==> config.mk <==
export PLATFORM = sky130hd
export DESIGN_NAME = uart_tx_frame_gen
export DESIGN_NICKNAME = d
export VERILOG_FILES = /design/src/rtl/uart_tx_frame_gen.sv
export SDC_FILE = /design/constraint.sdc
export NUM_CORES = 1
export LEC_CHECK = 0
export BUFFER_PORTS_ARGS = -buffer_cell sky130_fd_sc_hd__buf_2
export CAP_MARGIN = 20
export CORE_MARGIN = 3
export CORE_UTILIZATION = 44
export CTS_CLUSTER_DIAMETER = 120
export CTS_CLUSTER_SIZE = 16
export DETAILED_ROUTE_END_ITERATION = 16
export HOLD_SLACK_MARGIN = 0.05
export MAX_ROUTING_LAYER = met4
export SETUP_SLACK_MARGIN = 0.15
export SLEW_MARGIN = 20
export SYNTH_ARGS = -nofsm -noshare
export SYNTH_HDL_FRONTEND = slang
export SYNTH_SLANG_ARGS = --single-unit
==> constraint.sdc <==
create_clock -name CLK -period 2.42 [get_ports CLK]
set_clock_uncertainty 0.05 [all_clocks]
set_input_delay 0.484 -clock CLK [delete_from_list [all_inputs] [get_ports CLK]]
set_output_delay 0.484 -clock CLK [all_outputs]
set_load 0.01 [all_outputs]
==> src/rtl/uart_tx_frame_gen.sv <==
// UART frame serialiser: start, DATA_WIDTH bits LSB first, optional parity, stop (UART_TX_STOP2_EN adds a 2nd stop bit).
// Latency: start bit appears on TX_OUT right after the edge that accepts Data_Valid; one bit per CLK.
// Backpressure: Busy high for the whole frame; requests seen while Busy=1 are dropped, not queued.
module uart_tx_frame_gen #(
  parameter int DATA_WIDTH = 8
) (
  input  logic                  CLK,
  input  logic                  RST,
  input  logic [DATA_WIDTH-1:0] P_DATA,
  input  logic                  Data_Valid,
  input  logic                  PAR_EN,
  input  logic                  PAR_TYP,
`ifdef UART_TX_STOP2_EN
  input  logic                  STOP2,
`endif
  output logic                  TX_OUT,
  output logic                  Busy
);

  localparam int CW = (DATA_WIDTH > 1) ? $clog2(DATA_WIDTH) : 1;
  localparam logic [CW-1:0] LAST_BIT = CW'(DATA_WIDTH - 1);

  typedef enum logic [2:0] {
    IDLE,
    START,
    DATA,
    PARITY,
    STOP
  } state_t;

  state_t                state, state_nxt;
  logic [DATA_WIDTH-1:0] shift_q, shift_nxt;
  logic [CW-1:0]         cnt_q, cnt_nxt;
  logic                  par_en_q, par_en_nxt;
  logic                  par_bit_q, par_bit_nxt;
  logic                  tx_nxt, busy_nxt;
`ifdef UART_TX_STOP2_EN
  logic                  stop2_q, stop2_nxt;
  logic                  stop_ext_q, stop_ext_nxt;
`endif

  always_ff @(posedge CLK) begin
    if (RST) begin
      state <= IDLE;
    end else begin
      state <= state_nxt;
    end
  end

  // Outputs are registered from the next-state decode so TX_OUT never glitches.
  always_ff @(posedge CLK) begin
    if (RST) begin
      shift_q    <= '0;
      cnt_q      <= '0;
      par_en_q   <= 1'b0;
      par_bit_q  <= 1'b0;
      TX_OUT     <= 1'b1;
      Busy       <= 1'b0;
`ifdef UART_TX_STOP2_EN
      stop2_q    <= 1'b0;
      stop_ext_q <= 1'b0;
`endif
    end else begin
      shift_q    <= shift_nxt;
      cnt_q      <= cnt_nxt;
      par_en_q   <= par_en_nxt;
      par_bit_q  <= par_bit_nxt;
      TX_OUT     <= tx_nxt;
      Busy       <= busy_nxt;
`ifdef UART_TX_STOP2_EN
      stop2_q    <= stop2_nxt;
      stop_ext_q <= stop_ext_nxt;
`endif
    end
  end

  always_comb begin
    state_nxt    = state;
    shift_nxt    = shift_q;
    cnt_nxt      = cnt_q;
    par_en_nxt   = par_en_q;
    par_bit_nxt  = par_bit_q;
    tx_nxt       = 1'b1;
    busy_nxt     = 1'b1;
`ifdef UART_TX_STOP2_EN
    stop2_nxt    = stop2_q;
    stop_ext_nxt = stop_ext_q;
`endif
    unique case (state)
      IDLE: begin
        busy_nxt = 1'b0;
        if (Data_Valid) begin
          // Parity is fixed at acceptance so later input changes cannot leak in.
          shift_nxt   = P_DATA;
          par_en_nxt  = PAR_EN;
          par_bit_nxt = (^P_DATA) ^ PAR_TYP;
          cnt_nxt     = '0;
`ifdef UART_TX_STOP2_EN
          stop2_nxt    = STOP2;
          stop_ext_nxt = 1'b0;
`endif
          state_nxt   = START;
          tx_nxt      = 1'b0;
          busy_nxt    = 1'b1;
        end
      end
      START: begin
        state_nxt = DATA;
        tx_nxt    = shift_q[0];
        shift_nxt = shift_q >> 1;
        cnt_nxt   = '0;
      end
      DATA: begin
        if (cnt_q == LAST_BIT) begin
          cnt_nxt = '0;
          if (par_en_q) begin
            state_nxt = PARITY;
            tx_nxt    = par_bit_q;
          end else begin
            state_nxt = STOP;
          end
        end else begin
          tx_nxt    = shift_q[0];
          shift_nxt = shift_q >> 1;
          cnt_nxt   = cnt_q + 1'b1;
        end
      end
      PARITY: begin
        state_nxt = STOP;
      end
      STOP: begin
`ifdef UART_TX_STOP2_EN
        if (stop2_q && !stop_ext_q) begin
          stop_ext_nxt = 1'b1;
        end else begin
          stop_ext_nxt = 1'b0;
          state_nxt    = IDLE;
          busy_nxt     = 1'b0;
        end
`else
        state_nxt = IDLE;
        busy_nxt  = 1'b0;
`endif
      end
      default: begin
        state_nxt = IDLE;
        busy_nxt  = 1'b0;
      end
    endcase
  end

endmodule
==> key figures, run 1 <==
Layout
  • Filler cell count: 178
  • Synthesis-to-layout area growth: 9.27%
  • Commonest non-fill, non-tap cell in the layout: dfxtp_1
  • Multi-input logic area: 531 um2
  • Most frequent cells in the layout: dfxtp_1, nor2_1, buf_2
  • Fin area: 0.00102 mm2
  • Share of post-route cells with drive strength above 1: 20.8%
  • Nets: 123
  • FF/Latch Area: 360 um2
  • Ant. Diodes: 0

Placed design
  • Post-DP HPWL: 1220 um
  • Placer Congestion: 0.725
  • Post-Place Cell Area: 995 um2
  • PortBufs: 14

Route
  • Pre-antenna DRT Iters: 4
  • Antenna Nets Post-Route: 0
  • Vias per cell: 5.32
  • Routed wire per std cell: 12.7 um
  • Iter 0 DRT Violations: 10
  • Routed via count: 708
  • DRC viols: 0
  • Routed wire length: 1690 um

Power and ir drop
  • Power Density: 621 mW/mm2
  • Leakage dissipation: 0.000433 uW
  • Total power: 632 uW
  • VDD IR max: 0.000328 V

STA
  • # setup viols final: 0
  • Period minus WS final: 2000 ps
  • RSZ-0062 raised after global routing: no
  • Relative max-transition margin: 69.9%
  • Max Fclk: 500 MHz
  • Final hold vios: 0
  • Least-Margin Pin Slew: 451 ps
  • Tcrit/Tclk final: 82.6%
  • TNS Setup: 0 ps
  • Slew Viols, Final: 0

Clock tree
  • CTS tree: built
  • Post_cts resized: 0
  • CTS Hold Bufs: 0
  • H-tree levels: 1
  • CTS root buffer: clkbuf_4
  • Post-CTS setup buffer count: 0
  • Sink Count: 18
  • CTS max path bufs: 2
  • Register clock-pin slew on the reported worst setup and hold paths: 90 ps
  • Skew-Pair Late Insertion Delay: 290 ps
  • Num CTS Buffers: 3

Critical path
  • Cells along the critical path: ha_1, ha_1, or3b_4, a21oi_4, nor2_1, a211oi_1
  • Top delay family on crit path: compound AO/OA/AOI/OAI gates
  • Kind of end point of the critical path: register
  • Crit path arrival time: 2150 ps
  • Critical Path RT: 2570 ps
  • Critical path peak fanout: 16
  • Crit Path Class: reg2reg
  • Most used cell, CP: ha_1
  • CP max stage delay: 410 ps
  • Startpoint Class: register
  • Buf/Inv on CP: 0
  • Worst path slowest cell: or3b_4

Global route
  • Gr ovfl total: 0
  • Initial antenna violation count: 0
  • Vias in the first global route: 677
  • First-pass GRT wire length: 2950 um
  • GRT Total Usage: 14.9%
  • Largest net degree at the start of global routing: 18

Logic synthesis
  • Synth warn: 0
  • Post-synthesis cell type count: 32
  • Seq/Total Area, Yosys: 38.7%
  • Largest area contributor in the netlist: dfxtp_1
  • Share of the synthesized area in the top cell type: 38.7%
  • #FFs+latches synth: 18
  • Largest cells by area after synthesis: dfxtp_1, mux2i_1, nor2_1, a211oi_1, a21oi_4
  • Post-Syn Nets: 110
  • Mapped Cells: 95
  • Avg Inst Size Synth: 9.80 um2
  • Mapped Area: 931 um2

Die
  • Row cnt: 16
  • Ports: 15
  • Initial Util: 47.0%
  • Core Box Area: 0.00198 mm2
  • Die area: 0.00270 mm2
  • Die Y: 52.0 um
  • Die X-Extent: 52.0 um

Flow run
  • Max-Cap Viols: 0

Worst hold path
  • HP Class: in2reg

Outcome
  • Status: completed
-- kinds of logic (layout without fill, tap and decap cells) --
kind of cell	after synthesis	count (layout)	share of synthesized area, %
adders and majority gates	2	2	2.69
DFF	18	18	38.7
and+or+nand+nor	35	35	20.3
AOI/OAI and AO/OA	20	20	18.3
buffers and inverters	6	17	4.30
muxes	8	8	8.60
xor gates and xnor gates	6	6	7.12
-- registers in the layout, indices dropped and copies added (netlist names) --
register	cells
shift_q	8
cnt_q	3
state	3
Busy	1
TX_OUT	1
par_bit_q	1
par_en_q	1
-- metrics by stage --
step / instances / hold WS [ps] / worst slack, ps / util, %
floorplan: 95 / 395 / 640 / -
global placement: 130 / 409 / 517 / 50.2
detailed placement: 130 / 412 / 455 / 50.2
CTS: 133 / 363 / 421 / 51.3
global route: 133 / 407 / 244 / 51.3
finish: 133 / 367 / 421 / 51.3
-- area by class of cell --
class | instances | share of cell area (%)
clock buffer | 3 | 2.21
multi-input combinational | 71 | 52.2
sequential | 18 | 35.4
tap | 27 | 3.32
timing repair buffer | 14 | 6.89
-- layer usage --
layer  GRT usage, %  up-vias  share of wire [%]
met4           6.55        0                1.7
met5              -        -                  0
met3           2.87        4                3.2
met2           23.0       11                 47
met1           18.9      319                 48
li1               -      374                  -
-- power by group --
| group | switching [uW] | internal [uW] | leakage [uW] |
|---|---|---|---|
| Sequential | 18.9 | 324 | 0.000148 |
| Clock | 87.7 | 57.9 | 0.0000138 |
| Combinational | 72.4 | 70.8 | 0.000271 |
-- worst min-delay path, cell delays in order --
cell     delay [ps]
buf_2            70
mux2i_1          50
nor2_1           70
-- Yosys cell counts --
| master | instances |
|---|---|
| nor2_1 | 14 |
| mux2i_1 | 8 |
| nor2b_1 | 2 |
| nand2b_1 | 4 |
| or3b_4 | 1 |
| nor3_1 | 2 |
| xnor2_1 | 3 |
| xnor3_1 | 1 |
| buf_6 | 2 |
| nand2_1 | 2 |
| a211o_1 | 1 |
| dfxtp_1 | 18 |
| a21oi_1 | 3 |
| a211oi_2 | 2 |
| a31oi_1 | 1 |
| buf_2 | 2 |
| and2_1 | 1 |
| o21ai_0 | 1 |
| a211oi_1 | 5 |
| a21oi_4 | 2 |
| or4b_1 | 1 |
| o211ai_1 | 1 |
| nand3b_1 | 4 |
| nand4_1 | 1 |
| o21bai_1 | 1 |
| ha_1 | 2 |
| nor4_1 | 2 |
| nand3_1 | 1 |
| o211a_1 | 1 |
| clkbuf_1 | 2 |
| a22oi_1 | 2 |
| xor2_1 | 2 |
-- final timing paths --
check / startpoint / end / slack [ps] / cells past startpoint
setup / recovery: cnt_q[0]$_SDFFE_PP0P_ / shift_q[3]$_SDFFE_PP0P_ / 420 / 6
hold / removal: PAR_EN / par_en_q$_SDFFE_PP0P_ / 370 / 3
setup reg to reg: cnt_q[0]$_SDFFE_PP0P_ / shift_q[3]$_SDFFE_PP0P_ / 420 / 6
hold reg to reg: shift_q[7]$_SDFFE_PP0P_ / shift_q[7]$_SDFFE_PP0P_ / 420 / 2
(Power assumes the default switching activity.)
==> inputs of run 2 (changes only) <==
--- a/config.mk
+++ b/config.mk
@@ -5,6 +5,7 @@
 export SDC_FILE = /design/constraint.sdc
 export NUM_CORES = 1
 export LEC_CHECK = 0
+export ABC_AREA = 1
 export BUFFER_PORTS_ARGS = -buffer_cell sky130_fd_sc_hd__buf_2
 export CAP_MARGIN = 20
 export CORE_MARGIN = 3
@@ -14,6 +15,7 @@
 export DETAILED_ROUTE_END_ITERATION = 16
 export HOLD_SLACK_MARGIN = 0.05
 export MAX_ROUTING_LAYER = met4
+export PLACE_DENSITY = 0.67
 export SETUP_SLACK_MARGIN = 0.15
 export SLEW_MARGIN = 20
 export SYNTH_ARGS = -nofsm -noshare
==> constraint.sdc (replaced) <==
create_clock -name CLK -period 1.8 [get_ports CLK]
set_clock_uncertainty 0.05 [all_clocks]
set_input_delay 0.36 -clock CLK [delete_from_list [all_inputs] [get_ports CLK]]
set_output_delay 0.36 -clock CLK [all_outputs]
set_load 0.01 [all_outputs]
==> run 2 against run 1 <==
Effect of this change: synthesized area rose by 5.4%; non-clock buffer count rose by 3; highest routed layer unchanged; cell area rose by 12%; hold slack got worse by 74 ps; synthesized cell count rose by 58%; critical endpoint is now shift_q[1]$_SDFFE_PP0P_.
==> key figures, run 2 <==
Outcome
  • Status: completed

Clock tree
  • Skew-Pair Late Insertion Delay: 290 ps
  • CTS root buffer: clkbuf_4
  • Sink Count: 18
  • H-tree levels: 1
  • Num CTS Buffers: 3
  • Register clock-pin slew on the reported worst setup and hold paths: 100 ps
  • CTS max path bufs: 2
  • CTS tree: built

Logic synthesis
  • Seq/Total Area, Yosys: 36.7%
  • Post-Syn Nets: 165
  • Share of the synthesized area in the top cell type: 36.7%
  • Avg Inst Size Synth: 6.54 um2
  • Mapped Cells: 150
  • Largest area contributor in the netlist: dfxtp_1
  • Synth warn: 0
  • Synth cell count leaders: nand2_1, nor2_1, inv_1, dfxtp_1, o21ai_0
  • Post-synthesis cell type count: 21
  • Largest cells by area after synthesis: dfxtp_1, nand2_1, o21ai_0, nor2_1, inv_1
  • Mapped Area: 981 um2
  • Top FF cell, synth: dfxtp_1
  • Post-synth ARST share: 0%
  • Most frequent cell after synthesis: nand2_1
  • Post-synth EDFFs: 0
  • #FFs+latches synth: 18

Global route
  • Initial antenna violation count: 0
  • Met2 Use GR: 27.1%
  • First-pass GRT wire length: 3510 um
  • Largest net degree at the start of global routing: 15
  • GRT Total Usage: 17.4%
  • Vias in the first global route: 871
  • GR peak layer: met2
  • GRT met3 Usage: 5.92%
  • Gr ovfl total: 0
  • Met1 Track Usage GR: 21.1%

STA
  • RSZ-0062 raised after global routing: no
  • Relative max-transition margin: 79.7%
  • Min Hold Slack: 293 ps
  • TNS Setup: 0 ps
  • Final hold vios: 0
  • # setup viols final: 0
  • Slew Viols, Final: 0
  • Least-Margin Pin Slew: 302 ps
  • Max Fclk: 655 MHz
  • Period minus WS final: 1530 ps
  • Tcrit/Tclk final: 84.8%

Placed design
  • PortBufs: 14
  • Post-DP HPWL: 1490 um
  • Placer Congestion: 0.798
  • Post-Place Cell Area: 0.00107 mm2

Worst hold path
  • Worst hold endpoint: cnt_q[1]$_SDFFE_PP0P_
  • HP Class: in2reg
  • Worst Hold Path Cells: 2
  • HP Start: RST

Die
  • Ports: 15
  • Core Box Area: 0.00204 mm2
  • Die area: 0.00283 mm2
  • Die Y: 53.2 um
  • Row cnt: 16
  • Die X-Extent: 53.2 um
  • Initial Util: 48.0%

Route
  • Iter 0 DRT Violations: 28
  • Pre-antenna DRT Iters: 4
  • Routed wire length: 2000 um
  • Routed wire per std cell: 10.2 um
  • Routed via count: 969
  • Antenna Nets Post-Route: 0
  • Vias per cell: 4.94
  • DRC viols: 0

Critical path
  • Top delay family on crit path: adder cells
  • Startpoint Class: register
  • Reg2Reg Setup Slack: 270 ps
  • Critical path peak fanout: 8
  • Crit Path Class: reg2reg
  • Crit path arrival time: 1710 ps
  • Buf/Inv on CP: 2
  • Reg2Reg Depth: 8
  • R2R Path Start: cnt_q[0]$_SDFFE_PP0P_
  • CP max stage delay: 340 ps
  • Reg-to-Reg End: shift_q[1]$_SDFFE_PP0P_
  • Kind of end point of the critical path: register
  • Cells along the critical path: ha_1, ha_1, nand2_1, clkinv_1, nor2_4, buf_4, o21ai_0, nor2_1
  • Most used cell, CP: ha_1
  • Worst path slowest cell: dfxtp_1
  • Critical Path RT: 1980 ps

Layout
  • Multi-input logic area: 515 um2
  • Nets: 185
  • Filler cell count: 212
  • Fin area: 0.00113 mm2
  • Largest regs: shift_q: 8 flops, cnt_q: 3 flops, state: 3 flops
  • Post-layout util: 55.6%
  • Max reg flops: 8
  • Share of post-route cells with drive strength above 1: 20.1%
  • Commonest non-fill, non-tap cell in the layout: nand2_1
  • Most flop-heavy register: shift_q
  • FF/Latch Area: 364 um2
  • Synthesis-to-layout area growth: 15.7%
  • Most frequent cells in the layout: nand2_1, nor2_1, inv_1
  • Ant. Diodes: 0

Flow run
  • Max-Cap Viols: 0

Power and ir drop
  • Power Density: 1520 mW/mm2
  • Leakage dissipation: 0.000574 uW
  • VDD IR max: 0.000864 V
==> run 2: cell count changes after synthesis, moves of 5 or more <==
cell / delta
nand2_1: +36
a211oi_1: -5
a21oi_1: +7
o21ai_0: +17
inv_1: +19
nor2_1: +8
mux2i_1: -8
==> run 2: how the worst max path moves through the flow <==
stage               cells past startpoint  slack [ps]                  start                      end
global route                            8         130  cnt_q[0]$_SDFFE_PP0P_  shift_q[3]$_SDFFE_PP0P_
floorplan                               8         410  cnt_q[0]$_SDFFE_PP0P_  shift_q[0]$_SDFFE_PP0P_
finish                                  8         270  cnt_q[0]$_SDFFE_PP0P_  shift_q[1]$_SDFFE_PP0P_
global placement                        8         310  cnt_q[0]$_SDFFE_PP0P_  shift_q[0]$_SDFFE_PP0P_
detailed placement                      8         280  cnt_q[0]$_SDFFE_PP0P_  shift_q[3]$_SDFFE_PP0P_
CTS                                     8         260  cnt_q[0]$_SDFFE_PP0P_  shift_q[3]$_SDFFE_PP0P_
==> run 2: layout make-up <==
cell class / count / area share, %
Clock buffer: 4 / 3.20
Inverter: 24 / 8.16
Multi-Input combinational cell: 106 / 45.4
Sequential cell: 18 / 32.1
Tap cell: 27 / 2.98
Timing Repair Buffer: 17 / 8.16
==> run 2: per-layer routing <==
metal | share of wire [%] | up-vias | routed length (um)
met5 | 0 | - | 0
met4 | 0.75 | 0 | 15
met3 | 7.4 | 2 | 148
met2 | 44 | 25 | 880
met1 | 48 | 426 | 959
li1 | - | 516 | -
==> run 2: metrics by stage <==
stage          setup slack (ps)  total power [uW]  instances
4_1_cts                     257              1650        193
6_report                    274              1720        196
3_5_place_dp                279              1390        189
3_3_place_gp                312              1380        189
2_1_floorplan               407              1260        150
5_1_grt                     128              1890        196
==> run 2: worst register-to-register path, stage by stage (launching register included) <==
cell and delay [ps]:
dfxtp_1 340, ha_1 190, ha_1 190, nand2_1 70
clkinv_1 110, nor2_4 210, buf_4 150, o21ai_0 60
nor2_1 100
==> run 2: what timing repair did <==
item	in CTS	in global routing
endpoints found under the setup margin	0	8
hold buffers	0	0
resized for setup	0	4
setup buffers	0	3
endpoints found under the hold margin	0	0
==> run 2: where the power goes <==
group / internal (uW) / switching (uW) / leakage [uW]
Sequential: 557 / 92.2 / 0.000150
Clock: 123 / 125 / 0.0000210
Combinational: 307 / 520 / 0.000403
==> run 2: cell families (layout without fill, tap and decap cells) <==
kind of cell / count (synthesis) / count (layout) / synth area share [%]
AOI/OAI and AO/OA: 30 / 30 / 15.8
and+or+nand+nor: 73 / 73 / 33.3
adders and majority gates: 2 / 2 / 2.55
DFF: 18 / 18 / 36.7
xor gates and xnor gates: 1 / 1 / 0.893
buffers and inverters: 26 / 45 / 10.7
==> inputs of run 3 (changes only) <==
==> constraint.sdc (replaced) <==
create_clock -name CLK -period 1.3 [get_ports CLK]
set_clock_uncertainty 0.05 [all_clocks]
set_input_delay 0.26 -clock CLK [delete_from_list [all_inputs] [get_ports CLK]]
set_output_delay 0.26 -clock CLK [all_outputs]
set_load 0.01 [all_outputs]
==> run 3 against run 2 <==
Effect of this change: the flow now finishes with violations (negative setup slack); sequential cell count unchanged; sequential share of layout area down 3.8 points; via count up 3.7%; non-clock buffer count up 10; critical path depth down 2; largest cell class unchanged; combinational power up 85%; total power up 60%; final cell count up 5.6%; setup slack worse by 340 ps.
==> key figures, run 3 (synthesized netlist as in run 2, its figures left out) <==
STA
  • Slew Viols, Final: 0
  • RSZ-0062 raised after global routing: yes
  • Period minus WS final: 1360 ps
  • Min Hold Slack: 180 ps
  • Final hold vios: 0
  • Least-Margin Pin Slew: 324 ps
  • Tcrit/Tclk final: 105%
  • Max Fclk: 733 MHz
  • # setup viols final: 8
  • Relative max-transition margin: 78.4%
  • Setup WS post-layout: -63.4 ps

Die
  • Die area: 0.00283 mm2
  • Ports: 15
  • Die Y: 53.2 um
  • Core Box Area: 0.00204 mm2
  • Die X-Extent: 53.2 um
  • Row cnt: 16
  • Initial Util: 48.0%

Placed design
  • Post-Place Cell Area: 0.00117 mm2
  • Worst slack at placement: -117 ps
  • Post-DP HPWL: 1600 um
  • Placer Congestion: 0.809
  • PortBufs: 14

Clock tree
  • Sink Count: 18
  • CTS max path bufs: 2
  • Skew-Pair Late Insertion Delay: 290 ps
  • CTS root buffer: clkbuf_4
  • CTS tree: built
  • Register clock-pin slew on the reported worst setup and hold paths: 110 ps
  • H-tree levels: 1
  • Num CTS Buffers: 3

Critical path
  • Most used cell, CP: nor2_1
  • R2R Path Start: state[1]$_SDFFE_PP0P_
  • Crit path arrival time: 1500 ps
  • Reg-to-Reg End: shift_q[4]$_SDFFE_PP0P_
  • Worst path slowest cell: dfxtp_4
  • Cells along the critical path: a21oi_1, nand2_4, nor2_4, inv_4, nor2_1, nor2_1
  • Critical Path RT: 1440 ps
  • Reg2Reg Setup Slack: -60 ps
  • Crit Path Class: reg2reg
  • Critical path peak fanout: 8
  • Crit path from: state[1]$_SDFFE_PP0P_
  • Reg2Reg Depth: 6
  • Startpoint Class: register
  • Kind of end point of the critical path: register
  • CP max stage delay: 380 ps

Layout
  • Fin area: 0.00133 mm2
  • Share of post-route cells with drive strength above 1: 35.6%
  • Most frequent cells in the layout: nand2_1, nor2_1, inv_1
  • Largest regs: shift_q: 8 flops, cnt_q: 3 flops, state: 3 flops
  • Max reg flops: 8
  • Synthesis-to-layout area growth: 35.1%
  • Most flop-heavy register: shift_q
  • Ant. Diodes: 0
  • Nets: 196
  • Commonest non-fill, non-tap cell in the layout: nand2_1

Worst hold path
  • HP Start: RST
  • Worst hold endpoint: cnt_q[1]$_SDFFE_PP0P_
  • HP Class: in2reg
  • Worst Hold Path Cells: 2

Power and ir drop
  • Sw Share: 43.2%
  • Net Sw Power: 1190 uW
  • Power Density: 2080 mW/mm2
  • Leakage dissipation: 0.000659 uW
  • Int Power: 1570 uW
  • Combinational power share: 55.4%
  • Seq pwr share: 34.1%
  • VDD IR max: 0.00114 V
  • Clock share of power: 10.5%

Outcome
  • Violated checks: negative setup slack
  • Status: complete, but fails checks

Route
  • Pre-antenna DRT Iters: 4
  • Antenna Nets Post-Route: 0
  • Routed wire per std cell: 10.9 um
  • DRC viols: 0
  • Routed wire length: 2250 um
  • Iter 0 DRT Violations: 7
  • Routed via count: 1,005
  • Vias per cell: 4.86

Global route
  • Largest net degree at the start of global routing: 15
  • GRT Total Usage: 19.2%
  • First-pass GRT wire length: 3840 um
  • Initial antenna violation count: 0
  • Gr ovfl total: 0
  • Vias in the first global route: 913

Flow run
  • Max-Cap Viols: 0
## run 3: through the flow
stage	util [%]	setup TNS, ps	power, uW	instances
after global placement	57.2	-563	2110	197
after global routing	64.9	-1310	2990	207
after floorplan	-	0	1770	150
final	64.9	-370	2760	207
after CTS	62.1	-365	2580	207
after detailed placement	57.2	-862	2130	197
## run 3: area by class of cell
cell class | count | area [um2]
Fill cell | 190 | 717
Tap cell | 27 | 33.8
Clock buffer | 4 | 26.3
Inverter | 24 | 103
Timing Repair Buffer | 27 | 183
Multi-Input combinational cell | 107 | 606
Sequential cell | 18 | 374
## run 3: worst max-delay path, delay by kind of cell (launching register included)
family                 cells  cell delay, ps
buffers and inverters      1              80
AO/OA/AOI/OAI              1             300
AND/OR/NAND/NOR            4             450
flip-flops                 1             380
## run 3: worst max path at each step
stage | end | cells after the start
after global routing | shift_q[4]$_SDFFE_PP0P_ | 6
after global placement | shift_q[2]$_SDFFE_PP0P_ | 8
after detailed placement | shift_q[2]$_SDFFE_PP0P_ | 9
after CTS | shift_q[3]$_SDFFE_PP0P_ | 8
final | shift_q[4]$_SDFFE_PP0P_ | 6
after floorplan | shift_q[0]$_SDFFE_PP0P_ | 8
## run 3: timing repair
action | in CTS | in global routing
setup buffers | 5 | 0
hold buffers | 0 | 0
pin swaps | 9 | 8
endpoints found under the setup margin | 16 | 18
cloned | 1 | 0
endpoints found under the hold margin | 0 | 0
gates resized for setup | 8 | 22
## run 3: power by group through the flow
stage | Sequential, uW | Combinational, uW | Clock [uW]
after floorplan | 906 | 867 | 0
after global placement | 910 | 1190 | 0
after detailed placement | 913 | 1220 | 0
after CTS | 903 | 1380 | 295
after global routing | 969 | 1700 | 320
final | 941 | 1530 | 290
## run 3: layer usage
layer | global-route usage [%] | share of wire (%) | wire [um] | vias to the layer above
met5 | - | 0 | 0 | -
met4 | 7.66 | 1.8 | 40 | 0
met3 | 2.54 | 2.4 | 53 | 4
met2 | 32.9 | 51 | 1140 | 10
met1 | 22.4 | 45 | 1020 | 458
li1 | - | - | - | 533
